<file path="src/rtl/uart_pkg.sv">
// Shared types and constants for the UART transmit path.
//
// Contents:
//   feeder_state_e  - launch-controller state encoding
//   DEF_CLK_FREQ    - default system clock frequency in Hz
//   DEF_BAUD        - default line rate in baud
//   bit_cycles()    - clk cycles per UART bit, rounded to nearest
package uart_pkg;

    typedef enum logic [1:0] {
        IDLE      = 2'b00,
        REQ       = 2'b01,
        WAIT_DONE = 2'b10
    } feeder_state_e;

    localparam int unsigned DEF_CLK_FREQ = 1000000;
    localparam int unsigned DEF_BAUD     = 9600;

    // Used when sizing the watchdog: TIMEOUT_CYC should cover at least 12 bit periods.
    function automatic int unsigned bit_cycles(input int unsigned clk_freq,
                                               input int unsigned baud);
        return (clk_freq + baud / 2) / baud;
    endfunction

endpackage

</file>
<file path="src/rtl/uart_byte_fifo.sv">
// Synchronous byte FIFO with registered occupancy flags.
//
// Ports:
//   clk, rst  - clock, synchronous active-high reset
//   wr_en     - push wr_data; ignored when full unless a read happens in the same cycle
//   wr_data   - byte to push
//   rd_en     - pop the head entry; ignored when empty
//   rd_data   - head entry, combinational from storage
//   full      - level == DEPTH (registered)
//   empty     - level == 0 (registered)
//   level     - occupancy, 0..DEPTH
module uart_byte_fifo #(
    parameter int unsigned DEPTH  = 16,
    parameter int unsigned ADDR_W = 4
) (
    input  logic              clk,
    input  logic              rst,
    input  logic              wr_en,
    input  logic [7:0]        wr_data,
    input  logic              rd_en,
    output logic [7:0]        rd_data,
    output logic              full,
    output logic              empty,
    output logic [ADDR_W:0]   level
);

    localparam logic [ADDR_W:0]   LvlFull = (ADDR_W + 1)'(DEPTH);
    localparam logic [ADDR_W:0]   LvlOne  = 1;
    localparam logic [ADDR_W-1:0] PtrOne  = 1;

    logic [7:0]        mem_q [DEPTH];
    logic [ADDR_W-1:0] wr_ptr_q, rd_ptr_q;
    logic [ADDR_W:0]   level_q, level_d;
    logic              full_q, empty_q;
    logic              wr_ok, rd_ok;

    assign rd_ok = rd_en && !empty_q;
    // A pop in the same cycle frees the slot the write lands in.
    assign wr_ok = wr_en && (!full_q || rd_ok);

    always_comb begin
        level_d = level_q;
        unique case ({wr_ok, rd_ok})
            2'b10:   level_d = level_q + LvlOne;
            2'b01:   level_d = level_q - LvlOne;
            default: level_d = level_q;
        endcase
    end

    always_ff @(posedge clk) begin
        if (rst) begin
            wr_ptr_q <= '0;
            rd_ptr_q <= '0;
            level_q  <= '0;
            full_q   <= 1'b0;
            empty_q  <= 1'b1;
        end else begin
            if (wr_ok) wr_ptr_q <= wr_ptr_q + PtrOne;
            if (rd_ok) rd_ptr_q <= rd_ptr_q + PtrOne;
            level_q <= level_d;
            full_q  <= (level_d == LvlFull);
            empty_q <= (level_d == '0);
        end
    end

    // Storage needs no reset: stale entries are unreachable once the pointers clear.
    always_ff @(posedge clk) begin
        if (wr_ok) mem_q[wr_ptr_q] <= wr_data;
    end

    assign rd_data = mem_q[rd_ptr_q];
    assign full    = full_q;
    assign empty   = empty_q;
    assign level   = level_q;

endmodule

</file>
<file path="src/rtl/uart_tx_feeder.sv">
// Byte queue and launch controller in front of the UART transmitter.
// Bytes are launched one at a time: send is held until the start bit shows on
// tx_line, then the next launch waits for a rising edge of donetx. A watchdog
// aborts either wait after TIMEOUT_CYC cycles, discarding the byte.
//
// Ports:
//   clk, rst     - clock, synchronous active-high reset
//   wr_en        - push wr_data into the queue
//   wr_data      - byte to queue
//   full, empty  - queue flags (registered)
//   level        - queue occupancy, 0..DEPTH
//   tx_line      - transmitter serial output, watched for the start bit
//   donetx       - transmitter completion flag
//   send         - launch request to the transmitter
//   dintx        - byte presented to the transmitter
//   busy         - a byte is in flight (state other than IDLE)
//   overflow     - sticky, a write was dropped
//   err_timeout  - sticky, a watchdog abort occurred
module uart_tx_feeder
    import uart_pkg::*;
#(
    parameter int unsigned DEPTH       = 16,
    parameter int unsigned ADDR_W      = 4,
    parameter int unsigned TIMEOUT_CYC = 2048,
    parameter int unsigned TMR_W       = 16
) (
    input  logic              clk,
    input  logic              rst,
    input  logic              wr_en,
    input  logic [7:0]        wr_data,
    output logic              full,
    output logic              empty,
    output logic [ADDR_W:0]   level,
    input  logic              tx_line,
    input  logic              donetx,
    output logic              send,
    output logic [7:0]        dintx,
    output logic              busy,
    output logic              overflow,
    output logic              err_timeout
);

    localparam logic [TMR_W-1:0] TmrLast = TMR_W'(TIMEOUT_CYC - 1);
    localparam logic [TMR_W-1:0] TmrOne  = 1;

    feeder_state_e    state_q, state_d;
    logic             send_q, send_d;
    logic [7:0]       dintx_q, dintx_d;
    logic [TMR_W-1:0] timer_q, timer_d;
    logic             err_q, err_d;
    logic             ovf_q, ovf_d;
    logic             donetx_q;
    logic             done_rise;

    logic             fifo_full, fifo_empty;
    logic [7:0]       fifo_rd_data;
    logic             pop;

    uart_byte_fifo #(
        .DEPTH  (DEPTH),
        .ADDR_W (ADDR_W)
    ) u_fifo (
        .clk     (clk),
        .rst     (rst),
        .wr_en   (wr_en),
        .wr_data (wr_data),
        .rd_en   (pop),
        .rd_data (fifo_rd_data),
        .full    (fifo_full),
        .empty   (fifo_empty),
        .level   (level)
    );

    assign done_rise = donetx && !donetx_q;
    assign pop       = (state_q == IDLE) && !fifo_empty;
    assign ovf_d     = ovf_q || (wr_en && fifo_full && !pop);

    always_comb begin
        state_d = state_q;
        send_d  = send_q;
        dintx_d = dintx_q;
        timer_d = timer_q;
        err_d   = err_q;
        unique case (state_q)
            IDLE: begin
                if (!fifo_empty) begin
                    dintx_d = fifo_rd_data;
                    send_d  = 1'b1;
                    timer_d = '0;
                    state_d = REQ;
                end
            end
            REQ: begin
                timer_d = timer_q + TmrOne;
                if (!tx_line) begin
                    send_d  = 1'b0;
                    timer_d = '0;
                    state_d = WAIT_DONE;
                end else if (timer_q == TmrLast) begin
                    send_d  = 1'b0;
                    err_d   = 1'b1;
                    state_d = IDLE;
                end
            end
            WAIT_DONE: begin
                // send stays low here so the idle transmitter cannot relaunch this byte.
                send_d  = 1'b0;
                timer_d = timer_q + TmrOne;
                if (done_rise) begin
                    state_d = IDLE;
                end else if (timer_q == TmrLast) begin
                    err_d   = 1'b1;
                    state_d = IDLE;
                end
            end
            default: begin
                send_d  = 1'b0;
                state_d = IDLE;
            end
        endcase
    end

    always_ff @(posedge clk) begin
        if (rst) begin
            state_q  <= IDLE;
            send_q   <= 1'b0;
            dintx_q  <= 8'h00;
            timer_q  <= '0;
            err_q    <= 1'b0;
            ovf_q    <= 1'b0;
            donetx_q <= 1'b0;
        end else begin
            state_q  <= state_d;
            send_q   <= send_d;
            dintx_q  <= dintx_d;
            timer_q  <= timer_d;
            err_q    <= err_d;
            ovf_q    <= ovf_d;
            donetx_q <= donetx;
        end
    end

    assign full        = fifo_full;
    assign empty       = fifo_empty;
    assign send        = send_q;
    assign dintx       = dintx_q;
    assign busy        = (state_q != IDLE);
    assign overflow    = ovf_q;
    assign err_timeout = err_q;

endmodule

</file>
<file path="config.mk">
export PLATFORM = sky130hd
export DESIGN_NAME = uart_tx_feeder
export DESIGN_NICKNAME = d
export VERILOG_FILES = /design/src/rtl/uart_pkg.sv /design/src/rtl/uart_byte_fifo.sv /design/src/rtl/uart_tx_feeder.sv
export SDC_FILE = /design/constraint.sdc
export NUM_CORES = 1
export LEC_CHECK = 0
export CAP_MARGIN = 20
export CORE_UTILIZATION = 60
export CTS_BUF_LIST = sky130_fd_sc_hd__clkbuf_4 sky130_fd_sc_hd__clkbuf_8 sky130_fd_sc_hd__clkbuf_16
export CTS_CLUSTER_SIZE = 12
export DETAILED_ROUTE_END_ITERATION = 7
export GPL_TIMING_DRIVEN = 0
export HOLD_SLACK_MARGIN = 0.05
export PLACE_DENSITY = 0.83
export SETUP_SLACK_MARGIN = 0.1
export SYNTH_ARGS = -nofsm -noshare
export SYNTH_HDL_FRONTEND = slang
export SYNTH_HIERARCHICAL = 1
export SYNTH_SLANG_ARGS = --single-unit
</file>
<file path="constraint.sdc">
create_clock -name clk -period 8.45 [get_ports clk]
set_input_delay 1.69 -clock clk [delete_from_list [all_inputs] [get_ports clk]]
set_output_delay 1.69 -clock clk [all_outputs]
set_load 0.05 [all_outputs]
</file>
# Word level (Yosys, flattened, before mapping)
# Memory sizes are Yosys's and may differ from the RTL's. A register that Yosys moved wholly into a read port is not among the register bits.
# Index checks and enable logic that the tools add are counted.
# classes
mux,19
n_lt_le_gt_ge,0
n_eq_ne,10
bitwise,1
reduce_logical,21
n_addsub,5
multipliers,0
n_shift,0
div_mod_pow,0
# op_table
operator,n
$pmux 16 s3,1
$mux 16,2
$add 16x1->16 const B,1
$eq 16x11->1 const B,1
$pmux 5 s2,1
$add 4x1->4 const B,2
$mux 1,8
$mux 2,4
$logic_and 1x1->1,6
$ne 2x2->1 const B,3
$pmux 2 s3,1
$reduce_and 2->1,3
$add 5x1->5 const B,1
$eq 5x5->1 const B,1
$logic_not 5->1,1
$sub 5x1->5 const B,1
$eq 2x1->1 const B,2
$eq 2x2->1 const B,2
$logic_not 1->1,4
$pmux 1 s2,2
$reduce_bool 2->1,2
$ne 3x3->1 const B,1
$reduce_and 3->1,1
$reduce_bool 3->1,1
other kinds (3),4
# totals
out_inout_bits,19
inputBits,13
mem_bits_rw,128
n_memories,1
elab_cells,68
latchBits,0
romBits,0
regBits,37
# memory_table
memory,words,width,read_ports,rd_clocked_by_memory_dff,write_ports,line_no,source
u_fifo.mem_q,16,8,1,1,1,uart_byte_fifo.sv:31,logic [7:0] mem_q [DEPTH];

# Longest topological paths before layout
# depth
depth_word,8
depth_mapped,18
depth_no_buf,15

# Hierarchy
# Netlist, hierarchy kept.
# modules_own_cells
mod,area_each_um2,instances,seq_area_each_um2,cells_each
uart_byte_fifo,5908.2,1,4224.1,297
uart_tx_feeder,1402.6,1,600.6,168

# Worst setup path before layout
# Ideal clock, no wire load.
# synth_timing
path_kind,reg-to-reg
from,"register u_fifo.empty_q, in the netlist u_fifo/empty"
to,"register u_fifo.full_q, in the netlist u_fifo/full"
path_stages_with_launch,18
arrival_time_ns,3.701
period_less_slack_ns,3.818
slack_ns,4.632
n_path_buf,4
t_required_ns,8.333
setup_ns,0.117
path_cell_list,dfxtp_1 -> clkbuf_1 -> nand2b_1 -> clkbuf_1 -> inv_2 -> nor2b_1 -> clkbuf_1 -> o21a_1 -> buf_2 -> inv_1 -> ha_1 -> xor2_1 -> ha_1 -> mux2_2 -> o21ai_0 -> nand3_1 -> xor2_1 -> and4bb_1
# synth_between
elab_chain_len,8
elab_cells_between_ends,9
cone_classes,3 x eq/ne; 1 x mux; 5 x reduce/logical
# synth_lines
item,line_no,source
"start, declared",uart_byte_fifo.sv:34,"logic full_q, empty_q;"
"start signal, assigned",uart_byte_fifo.sv:62,empty_q <= (level_d == '0);
$logic_not 1->1 (*),-,
$logic_and 1x1->1 (*),uart_tx_feeder.sv:75,assign pop = (state_q == IDLE) && !fifo_empty;
named net pop,uart_tx_feeder.sv:57,logic pop;
$logic_and 1x1->1 (*),uart_byte_fifo.sv:37,assign rd_ok = rd_en && !empty_q;
named net u_fifo.rd_ok,uart_byte_fifo.sv:35,"logic wr_ok, rd_ok;"
$logic_or 1x1->1,uart_byte_fifo.sv:39,assign wr_ok = wr_en && (!full_q || rd_ok);
$logic_and 1x1->1,uart_byte_fifo.sv:39,
$eq 2x1->1 / $eq 2x2->1 (equally long branches),uart_byte_fifo.sv:43,"unique case ({wr_ok, rd_ok})"
$pmux 5 s2 (*),uart_byte_fifo.sv:43,
$eq 5x5->1 (*),uart_byte_fifo.sv:61,full_q <= (level_d == LvlFull);
"end signal, assigned",uart_byte_fifo.sv:61,
"end, declared",uart_byte_fifo.sv:34,
# The timed path passes the listed nets; every way through them passes the cells marked *.
# A chain may end at the register's enable or synchronous reset.

# Worst setup path after layout
# layout_timing
from,input port wr_en
to,"register u_fifo.full_q, in the netlist u_fifo/full"
# layout_between
elab_chain_len,4
elab_cells_between_ends,5
cone_classes,3 x eq/ne; 1 x mux; 1 x reduce/logical
# layout_lines
item,line_no,source
"start, declared",uart_tx_feeder.sv:29,"input logic wr_en,"
$logic_and 1x1->1 (*),uart_byte_fifo.sv:39,
$eq 2x1->1 / $eq 2x2->1 (equally long branches),uart_byte_fifo.sv:43,
$pmux 5 s2 (*),uart_byte_fifo.sv:43,
$eq 5x5->1 (*),uart_byte_fifo.sv:61,
# Every way passes the cells marked *; elsewhere a longest branch is shown, timed or not.

==> impl_metrics.ini <==
[status]
outcome = complete, no violations

[floorplanning]
die-area_um2 = 12600
dieWidth_um = 112
row_count = 39
core_area_um2 = 11700
die_h_um = 112
io_pins = 32
start_util = 0.627

[power_and_ir_drop]
powerDensity_nw_per_um2 = 277
ir_drop_mv = 0.175
power.total_w = 0.00233
p_leak_nw = 2.77

[yosys]
ys_warn_count = 6
syn_nets = 491
syn_area_um2 = 7310
yosysTopAreaCell = edfxtp_1
synth_edf_count = 128
ys_seq_elements = 177
synth_area_per_cell_um2 = 15.7
synth_top_area_frac = 0.526
async_reset_ff_frac = 0
synth.distinct_cells = 55
ys_seq_area_frac = 0.660
synth-main-ff-cell = edfxtp_1
synthTopCellsByCount = edfxtp_1, dfxtp_1, nor2_1, nand2_1, mux4_1
synthMostInstantiatedCell = edfxtp_1
synth_cells = 465
synth.area.top_cells = edfxtp_1, dfxtp_1, mux4_1, mux4_2, ha_1

[worst_setup_path]
worstPathCellList = clkdlybuf4s50_1 -> o21a_1 -> buf_2 -> inv_1 -> ha_1 -> xor2_1 -> ha_1 -> mux2_2 -> o21ai_0 -> nand3_1 -> xor2_1 -> and4bb_1
slowest_stage = clkdlybuf4s50_1
cp_data_required_time_ns = 8.76
end_kind = flop
cp-start-kind = primary input
crit_type = in -> reg
crit_arrival_ns = 4.47
crit_buf_inv = 3
slowest_delay_ns = 0.49
path_delay_family = buffers and inverters
path_max_fanout = 9

[global_routing]
grt_pass1_vias = 4219
track_usage = 0.247
grt_max_degree = 17
antenna_found_initial = 0
grt_pass1_wl_um = 22300
grt-ovfl-total = 0

[sta]
relSlewSlack = 0.440
worstMarginPinSlew_ns = 0.836
final_min_period_over_clock_period = 0.492
setup_viol = 0
hold_viol = 0
rsz0062_at_grt = no
setup_tns_ns = 0
fin_skew_ns = 0.00586
finalCriticalPeriod_ns = 4.16
max_freq_mhz = 240
drv_slew = 0

[clock_tree]
post-cts-setup-buffers = 0
clkTransAtPathRegs_ns = 0.06
h-tree-depth = 4
hold_buffers = 0
clock_sinks = 177
cts_tree = built
insertion_delay_ns = 0.42
cts_buffers = 17
clock_path_buffers = 2
ctsResizeCount = 0
root_buffer = clkbuf_16

[placement]
portBuffers = 31
gp_congestion = 0.834
dpl.hpwl_um = 9660

[route]
route.vias.total = 4189
routed_wl_um = 14200
wl_met1_um = 5560
dr.pass1.iters = 5
avgViaCountPerCell = 6.21
top_layer = met4
met2WireLength_um = 7450
antenna_left = 0
wl_met3_um = 914
wire_per_inst_um = 21.1
drc = 0
dr.first_iter.drc_count = 403

[worst_hold_path]
hp-class = reg -> reg

[cells_and_area]
area_delta_synth_final_pct = 15.1
num_antenna_cells = 0
drive_above_1_share = 0.107
nets = 545

[job]
cap_viol_max_count = 0
cell families (layout without fill, tap and decap cells):
kind of cell | Yosys count | after routing | share of synthesized area
compound gates | 48 | 48 | 0.0414
fa+ha+maj | 13 | 13 | 0.0222
mux | 45 | 45 | 0.143
buf+inv | 32 | 99 | 0.0229
xor+xnor | 20 | 20 | 0.0240
flops | 177 | 177 | 0.660
simple gates | 130 | 130 | 0.0869
path summary, 6_finish.rpt:
kind                                 from                     end  slack [ns]  depth (start not counted)
setup / recovery                    wr_en  u_fifo/full$_SDFF_PP0_        4.29                         12
hold / removal      dintx[1]$_SDFFE_PP0P_   dintx[1]$_SDFFE_PP0P_        0.45                          2
setup reg to reg  state_q[1]$_SDFFE_PP0P_  u_fifo/full$_SDFF_PP0_        4.32                         18
hold reg to reg     dintx[1]$_SDFFE_PP0P_   dintx[1]$_SDFFE_PP0P_        0.45                          2
power by group:
part,switching (W),internal (W)
Clock,0.000311,0.000462
Sequential,0.0000344,0.000975
Combinational,0.000322,0.000226
Total,0.000668,0.00166
final cells by class:
cell class	instances	area, µm²
Fill cell	723	3250
Clock inverter	15	166
Clock buffer	17	425
Inverter	14	52.6
Timing Repair Buffer	35	330
Tap cell	143	179
Sequential cell	177	4820
Multi-Input combinational cell	256	2320
Buffer	18	115
layout by cell type (no fill, tap or decap), types with 11 or more instances in the layout:
| master | instances |
|---|---|
| inv_1 | 13 |
| ha_1 | 13 |
| mux4_1 | 24 |
| nand2_1 | 33 |
| mux4_2 | 16 |
| clkbuf_16 | 17 |
| dfxtp_1 | 49 |
| xnor2_1 | 11 |
| clkdlybuf4s50_1 | 31 |
| nor2_1 | 41 |
| edfxtp_1 | 128 |
| a21oi_1 | 21 |
worst register-to-register path: stages, from the launching register on:
cell and delay (ns):
dfxtp_1 0.38, inv_1 0.10, ha_1 0.27, nand2b_1 0.10, clkbuf_1 0.33, inv_2 0.15
nor2b_1 0.16, clkbuf_1 0.20, o21a_1 0.22, buf_2 0.19, inv_1 0.11, ha_1 0.28
xor2_1 0.18, ha_1 0.22, mux2_2 0.35, o21ai_0 0.16, nand3_1 0.14, xor2_1 0.25
and4bb_1 0.24
per-layer routing:
metal  GRT usage  vias up
met4      0.0791        0
met5           0        -
li1            -     1920
met2       0.438      164
met1       0.289     2086
met3      0.0724       19
state kept, by name, summed over array words and instances, names as in the netlist, 2 cells and up, named ones only:
| register | flops |
|---|---|
| dintx | 8 |
| state_q | 2 |
| timer_q | 16 |
| u_fifo/level | 5 |
| u_fifo/mem_q | 128 |
| u_fifo/rd_ptr_q | 4 |
| u_fifo/wr_ptr_q | 4 |
through the flow:
stage	instance area [µm²]	std cells	utilization	setup slack (ns)	hold slack (ns)
floorplan	7310	465	-	4.63	0.451
global placement	7800	639	0.669	4.02	0.446
detailed placement	7820	643	0.671	3.94	0.449
CTS	8410	675	0.721	4.36	0.457
global route	8410	675	0.721	3.96	0.482
finish	8410	675	0.721	4.29	0.455
(Power assumes the default switching activity.)
